$ cat config.mk
export PLATFORM = sky130hd
export DESIGN_NAME = vend_controller
export DESIGN_NICKNAME = d
export VERILOG_FILES = /design/src/rtl/vend_pkg.sv /design/src/rtl/dispense_timer.sv /design/src/rtl/vend_controller.sv
export SDC_FILE = /design/constraint.sdc
export NUM_CORES = 1
export LEC_CHECK = 0
export BUFFER_PORTS_ARGS = -buffer_cell sky130_fd_sc_hd__clkbuf_2
export CORE_ASPECT_RATIO = 0.9
export CORE_MARGIN = 5
export CORE_UTILIZATION = 40
export CTS_BUF_LIST = sky130_fd_sc_hd__clkbuf_16
export DETAILED_ROUTE_END_ITERATION = 6
export GPL_TIMING_DRIVEN = 1
export PLACE_DENSITY = 0.68
export SYNTH_ARGS = -nofsm -noshare
export SYNTH_HDL_FRONTEND = slang
export SYNTH_SLANG_ARGS = --single-unit
$ cat constraint.sdc
create_clock -name Clk -period 3.3 [get_ports Clk]
set_input_delay 0.495 -clock Clk [delete_from_list [all_inputs] [get_ports Clk]]
set_output_delay 0.495 -clock Clk [all_outputs]
set_load 0.01 [all_outputs]
$ cat src/rtl/vend_pkg.sv
// Shared definitions for the vending controller: FSM encoding and coin values.
// Pure declarations; no timing and no backpressure.
package vend_pkg;

  typedef enum logic [1:0] {
    IDLE     = 2'd0,
    CREDIT   = 2'd1,
    DISPENSE = 2'd2,
    CHANGE   = 2'd3
  } vendStateT;

  localparam int COIN_5  = 5;
  localparam int COIN_10 = 10;
  localparam int COIN_25 = 25;
  localparam int NICKEL  = 5;

endpackage

$ cat src/rtl/dispense_timer.sv
// Actuator on-time counter: Active is high for DISPENSE_CYCLES cycles after Start.
// Done flags the last Active cycle; no backpressure, Start restarts the count.
module dispense_timer #(
  parameter int DISPENSE_CYCLES = 50
) (
  input  logic Clk,
  input  logic nRst,
  input  logic Start,
  output logic Active,
  output logic Done
);

  localparam int CW = $clog2(DISPENSE_CYCLES + 1);

  logic [CW-1:0] count;

  always_ff @(posedge Clk or negedge nRst) begin
    if (!nRst) begin
      count  <= '0;
      Active <= 1'b0;
    end else if (Start) begin
      count  <= CW'(DISPENSE_CYCLES);
      Active <= 1'b1;
    end else if (Active) begin
      count <= count - 1'b1;
      if (count == CW'(1)) Active <= 1'b0;
    end
  end

  assign Done = Active && (count == CW'(1));

endmodule

$ cat src/rtl/vend_controller.sv
// Vending sequencer: credit accumulation, select arbitration, dispense timing, nickel change.
// All outputs registered, one cycle after the input pulse; no backpressure, late coins are rejected.
module vend_controller
  import vend_pkg::*;
#(
  parameter int NUM_ITEMS       = 4,
  parameter int CREDIT_W        = 8,
  parameter int MAX_CREDIT      = 200,
  parameter int DISPENSE_CYCLES = 50
) (
  input  logic                          Clk,
  input  logic                          nRst,
  input  logic                          Coin5Pulse,
  input  logic                          Coin10Pulse,
  input  logic                          Coin25Pulse,
  input  logic [NUM_ITEMS-1:0]          SelPulse,
  input  logic                          CancelPulse,
  input  logic [NUM_ITEMS*CREDIT_W-1:0] Price,
  output logic [CREDIT_W-1:0]           Credit,
  output logic                          Busy,
  output logic                          DispenseEn,
  output logic [2:0]                    DispenseItem,
  output logic                          ChangePulse,
  output logic                          CoinReject,
  output logic                          Insufficient
);

  localparam logic [CREDIT_W:0]   MAX_C  = (CREDIT_W + 1)'(MAX_CREDIT);
  localparam logic [CREDIT_W-1:0] NICKEL_C = CREDIT_W'(NICKEL);

  vendStateT             state, stateNext;
  logic [CREDIT_W-1:0]   creditNext;
  logic [2:0]            itemNext;
  logic                  busyNext, changeNext, rejectNext, insuffNext;
  logic                  timerStart, timerDone;

  logic                  coinAny, coinMulti;
  logic [CREDIT_W:0]     coinVal, coinSum;
  logic                  selFound;
  logic [2:0]            selIdx;
  logic [CREDIT_W-1:0]   selPrice;

  dispense_timer #(.DISPENSE_CYCLES(DISPENSE_CYCLES)) uTimer (
    .Clk    (Clk),
    .nRst   (nRst),
    .Start  (timerStart),
    .Active (DispenseEn),
    .Done   (timerDone)
  );

  // Coin priority by value; the winner is checked against MAX_CREDIT one bit wider.
  always_comb begin
    coinAny   = Coin5Pulse | Coin10Pulse | Coin25Pulse;
    coinMulti = $countones({Coin5Pulse, Coin10Pulse, Coin25Pulse}) > 1;
    if (Coin25Pulse)      coinVal = (CREDIT_W + 1)'(COIN_25);
    else if (Coin10Pulse) coinVal = (CREDIT_W + 1)'(COIN_10);
    else if (Coin5Pulse)  coinVal = (CREDIT_W + 1)'(COIN_5);
    else                  coinVal = '0;
    coinSum = {1'b0, Credit} + coinVal;
  end

  always_comb begin
    selFound = 1'b0;
    selIdx   = '0;
    selPrice = '0;
    for (int i = 0; i < NUM_ITEMS; i++) begin
      if (SelPulse[i] && !selFound) begin
        selFound = 1'b1;
        selIdx   = 3'(i);
        selPrice = Price[i*CREDIT_W +: CREDIT_W];
      end
    end
  end

  always_comb begin
    stateNext  = state;
    creditNext = Credit;
    itemNext   = DispenseItem;
    changeNext = 1'b0;
    rejectNext = 1'b0;
    insuffNext = 1'b0;
    timerStart = 1'b0;
    case (state)
      IDLE, CREDIT: begin
        if (CancelPulse && state == CREDIT) begin
          stateNext  = CHANGE;
          changeNext = 1'b1;
          rejectNext = coinAny;
        end else if (selFound) begin
          rejectNext = coinAny;
          if (Credit >= selPrice) begin
            creditNext = Credit - selPrice;
            itemNext   = selIdx;
            stateNext  = DISPENSE;
            timerStart = 1'b1;
          end else begin
            insuffNext = 1'b1;
          end
        end else if (coinAny) begin
          rejectNext = coinMulti;
          if (coinSum > MAX_C) begin
            rejectNext = 1'b1;
          end else begin
            creditNext = coinSum[CREDIT_W-1:0];
            stateNext  = CREDIT;
          end
        end
      end
      DISPENSE: begin
        rejectNext = coinAny;
        if (timerDone) begin
          if (Credit != '0) begin
            stateNext  = CHANGE;
            changeNext = 1'b1;
          end else begin
            stateNext = IDLE;
          end
        end
      end
      CHANGE: begin
        rejectNext = coinAny;
        // Credit drops at the end of each pulse cycle; the gap cycle re-arms the pulse.
        if (ChangePulse) begin
          creditNext = Credit - NICKEL_C;
          if (creditNext == '0) stateNext = IDLE;
        end else begin
          changeNext = 1'b1;
        end
      end
      default: stateNext = IDLE;
    endcase
    busyNext = (stateNext == DISPENSE) || (stateNext == CHANGE);
  end

  always_ff @(posedge Clk or negedge nRst) begin
    if (!nRst) begin
      state        <= IDLE;
      Credit       <= '0;
      Busy         <= 1'b0;
      DispenseItem <= '0;
      ChangePulse  <= 1'b0;
      CoinReject   <= 1'b0;
      Insufficient <= 1'b0;
    end else begin
      state        <= stateNext;
      Credit       <= creditNext;
      Busy         <= busyNext;
      DispenseItem <= itemNext;
      ChangePulse  <= changeNext;
      CoinReject   <= rejectNext;
      Insufficient <= insuffNext;
    end
  end

endmodule

==> results_dict.tcl <==
set metrics [dict create \
    status "complete, no violations" \
    drc_errors 0 \
    worstMarginPinSlew_ns 0.578 \
    cap_viol_max_count 0 \
    cts_tree "built" \
    clkTransAtPathRegs_ns 0.06 \
    grt_overflow 0 \
    cts-root-buf "clkbuf_16" \
    wl_met3_um 527 \
    grt_max_degree 24 \
    slowest_stage "a221oi_4" \
    finalHoldViolations 0 \
    stdcell_area_mm2 0.00304 \
    p_comb_share_pct 68.8 \
    rsz0062_at_grt "no" \
    antenna_found_initial 0 \
    core.rowCount 26 \
    nFillCells 554 \
    synth-simple-area-share_pct 25.5 \
    slowest_delay_ns 0.42 \
    p_int_w 0.00137 \
    pre_cts_ws_ns -0.0924 \
    avgSynthCellArea_um2 7.63 \
    syn-cell-area_mm2 0.00239 \
    power_per_cell_area_mw_per_mm2 867 \
    seqPwrFrac_pct 21.2 \
    dpl.hpwl_um 5630 \
    synth-async-reset-ratio_pct 100 \
    min_period_ns 3.09 \
    worst_r2r_path_depth 12 \
    drv_slew 0 \
    synth_fa_ha_area_share_pct 11.1 \
    synth_nets 375 \
    cp.arrival_ns 3.27 \
    synth_compound_area_share_pct 28.8 \
    yosysWarningCount 0 \
    finClkSkew_ns 0.00182 \
    final_common_cell "clkbuf_2" \
    yosysSeqAreaShare_pct 24.1 \
    power_switching_w 0.00126 \
    fmax_mhz 324 \
    leakagePower_nw 1.41 \
    initial_core_util_pct 41.7 \
    gp_congestion 0.954 \
    worst-setup-path-type "input port to flip-flop" \
    max-slew-margin-rel_pct 61.5 \
    wire_per_inst_um 15.0 \
    first_iter_violations 218 \
    cts_hold_buffers 0 \
    min_path_type "input port to async pin" \
    drive_above_1_share_pct 27.8 \
    synth_top_family_by_area "compound AO/OA/AOI/OAI gates" \
    place_area_mm2 0.00294 \
    grt_util_all_layers_pct 17.9 \
    ant_nets 0 \
    final_cell_mix "54 x clkbuf_2, 42 x nor2_1, 37 x nand2_1, 34 x buf_4, 30 x a21oi_1" \
    synthMuxAreaShare_pct 0.419 \
    grt_pass1_vias 2455 \
    period_share_pct 93.6 \
    wl_met1_um 3210 \
    clock_power_share_pct 10.1 \
    grt_pass1_wl_um 11500 \
    totalNegativeSetupSlack_ns 0 \
    setup_ws_ns 0.210 \
    n_antenna_cell 0 \
    crit_chain "clkbuf_4 -> nor3_1 -> and2_1 -> a221o_1 -> ha_1 -> fa_1 -> nor2b_1 -> o31a_1 -> o21ai_1 -> nand3b_1 -> a21oi_1 -> a221oi_4 -> buf_6 -> a21oi_1 -> a21oi_1" \
    htree_levels 1 \
    synthDistinctLibCells 62 \
    crit_fanout 7 \
    highest_layer "met4" \
    reg2reg_slack_ns 0.37 \
    numCtsBuffers 3 \
    synth_edf_count 0 \
    swShare_pct 47.9 \
    cp_common_cell "a21oi_1" \
    io_buffers 56 \
    route.met2.wl_um 3130 \
    syn_to_final_growth_pct 27.1 \
    clk_latency_ns 0.26 \
    num_io_pins 58 \
    reg2reg_to "Credit[3]" \
    via_count 2538 \
    routed_wl_um 6920 \
    synth_seq_cells 23 \
    synth_cells 313 \
    synth-xor-area-share_pct 4.77 \
    clock_tree.buffer_depth 2 \
    die_w_um 91.5 \
    rr_startpoint "Credit[0]" \
    power_w 0.00263 \
    synthFlopType "dfrtp_1" \
    die_y_um 83.3 \
    dieArea_mm2 0.00762 \
    core_area_mm2 0.00573 \
    clkSinkCount 23 \
    crit_path_end_kind "flip-flop" \
    setup_viol 0 \
    nNetsFinal 455 \
    drt-pass1-iter-count 4 \
    worstSetupStartpointType "input port" \
    crit_required_ns 3.48 \
    vias_per_cell 5.49 \
    ir_worst_vdd_v 0.000399 \
]
## through the flow
stage	hold slack [ns]	cells	utilization [%]
finish	0.222	462	53.0
global route	0.271	462	53.0
CTS	0.243	461	52.7
detailed placement	0.506	457	51.3
global placement	0.505	457	51.3
floorplan	0.199	313	-
## power by group through the flow
stage / logic [W] / clock network (W) / registers [W]
4_1_cts: 0.00178 / 0.000271 / 0.000552
2_1_floorplan: 0.00118 / 0 / 0.000562
3_5_place_dp: 0.00177 / 0 / 0.000555
6_report: 0.00181 / 0.000265 / 0.000557
5_1_grt: 0.00200 / 0.000280 / 0.000574
3_3_place_gp: 0.00174 / 0 / 0.000551
## critical path, delay by kind of cell
kind / cells / cell delay, ns
AO/OA/AOI/OAI: 7 / 1.29
adder cells (fa/ha/maj): 2 / 0.59
buffers and inverters: 2 / 0.34
AND/OR/NAND/NOR: 4 / 0.55
## how the worst max path moves through the flow
stage | from | end
6_report | SelPulse[1] | Credit[3]
5_1_grt | Coin10Pulse | Credit[2]
4_1_cts | SelPulse[1] | Credit[3]
3_5_place_dp | SelPulse[1] | Credit[3]
3_3_place_gp | SelPulse[1] | Credit[3]
2_1_floorplan | SelPulse[1] | Credit[1]
## synth_stat cells (4+ instances only)
cell type | count | share of area (%)
nor2_1 | 42 | 6.6
nand2_1 | 37 | 5.8
a21oi_1 | 30 | 6.3
dfrtp_1 | 23 | 24
ha_1 | 18 | 9.4
o21ai_0 | 17 | 3.6
inv_1 | 13 | 2.0
nor3_1 | 12 | 2.5
clkbuf_1 | 10 | 1.6
xnor2_1 | 8 | 2.9
a221oi_1 | 7 | 2.6
nand2b_1 | 7 | 1.8
nand3_1 | 5 | 1.0
nor2b_1 | 5 | 1.3
xor2_1 | 5 | 1.8
a21oi_2 | 4 | 1.5
o21ai_1 | 4 | 0.84
## logic make-up (layout without fill, tap and decap cells)
| kind of cell | Yosys count | count (layout) |
|---|---|---|
| XOR/XNOR | 13 | 13 |
| multiplexers | 1 | 1 |
| other | 1 | 1 |
| buffers and inverters | 29 | 108 |
| AND/OR/NAND/NOR | 127 | 127 |
| AO/OA/AOI/OAI | 99 | 99 |
| adder cells (fa/ha/maj) | 20 | 20 |
| flip-flops | 23 | 23 |
## per-layer routing
| metal | global-route usage, % | vias to the layer above |
|---|---|---|
| li1 | - | 1282 |
| met3 | 2.35 | 6 |
| met4 | 4.93 | 0 |
| met1 | 24.8 | 1150 |
| met5 | 0 | - |
| met2 | 28.8 | 100 |
## flip-flops by register name, indices dropped and copies added, names as in the netlist
| name | count |
|---|---|
| Credit | 8 |
| uTimer.count | 6 |
| DispenseItem | 2 |
| state | 2 |
| Busy | 1 |
| ChangePulse | 1 |
| CoinReject | 1 |
| Insufficient | 1 |
| uTimer.Active | 1 |
## what timing repair did
action / 4_1_cts / 5_1_grt
endpoints found under the setup margin: 0 / 5
resized for setup: 0 / 6
endpoints found under the hold margin: 0 / 0
buffers inserted: 0 / 1
## area by class of cell
| class | instances | area (um2) | area share [%] |
|---|---|---|---|
| Clock buffer | 3 | 75.1 | 2.47 |
| Clock inverter | 1 | 5.00 | 0.165 |
| Inverter | 13 | 48.8 | 1.61 |
| Multi-Input combinational cell | 261 | 1700 | 55.8 |
| Sequential cell | 23 | 576 | 19.0 |
| Tap cell | 70 | 87.6 | 2.88 |
| Timing Repair Buffer | 91 | 549 | 18.1 |
No activity file was read; power rests on OpenSTA's default activity.
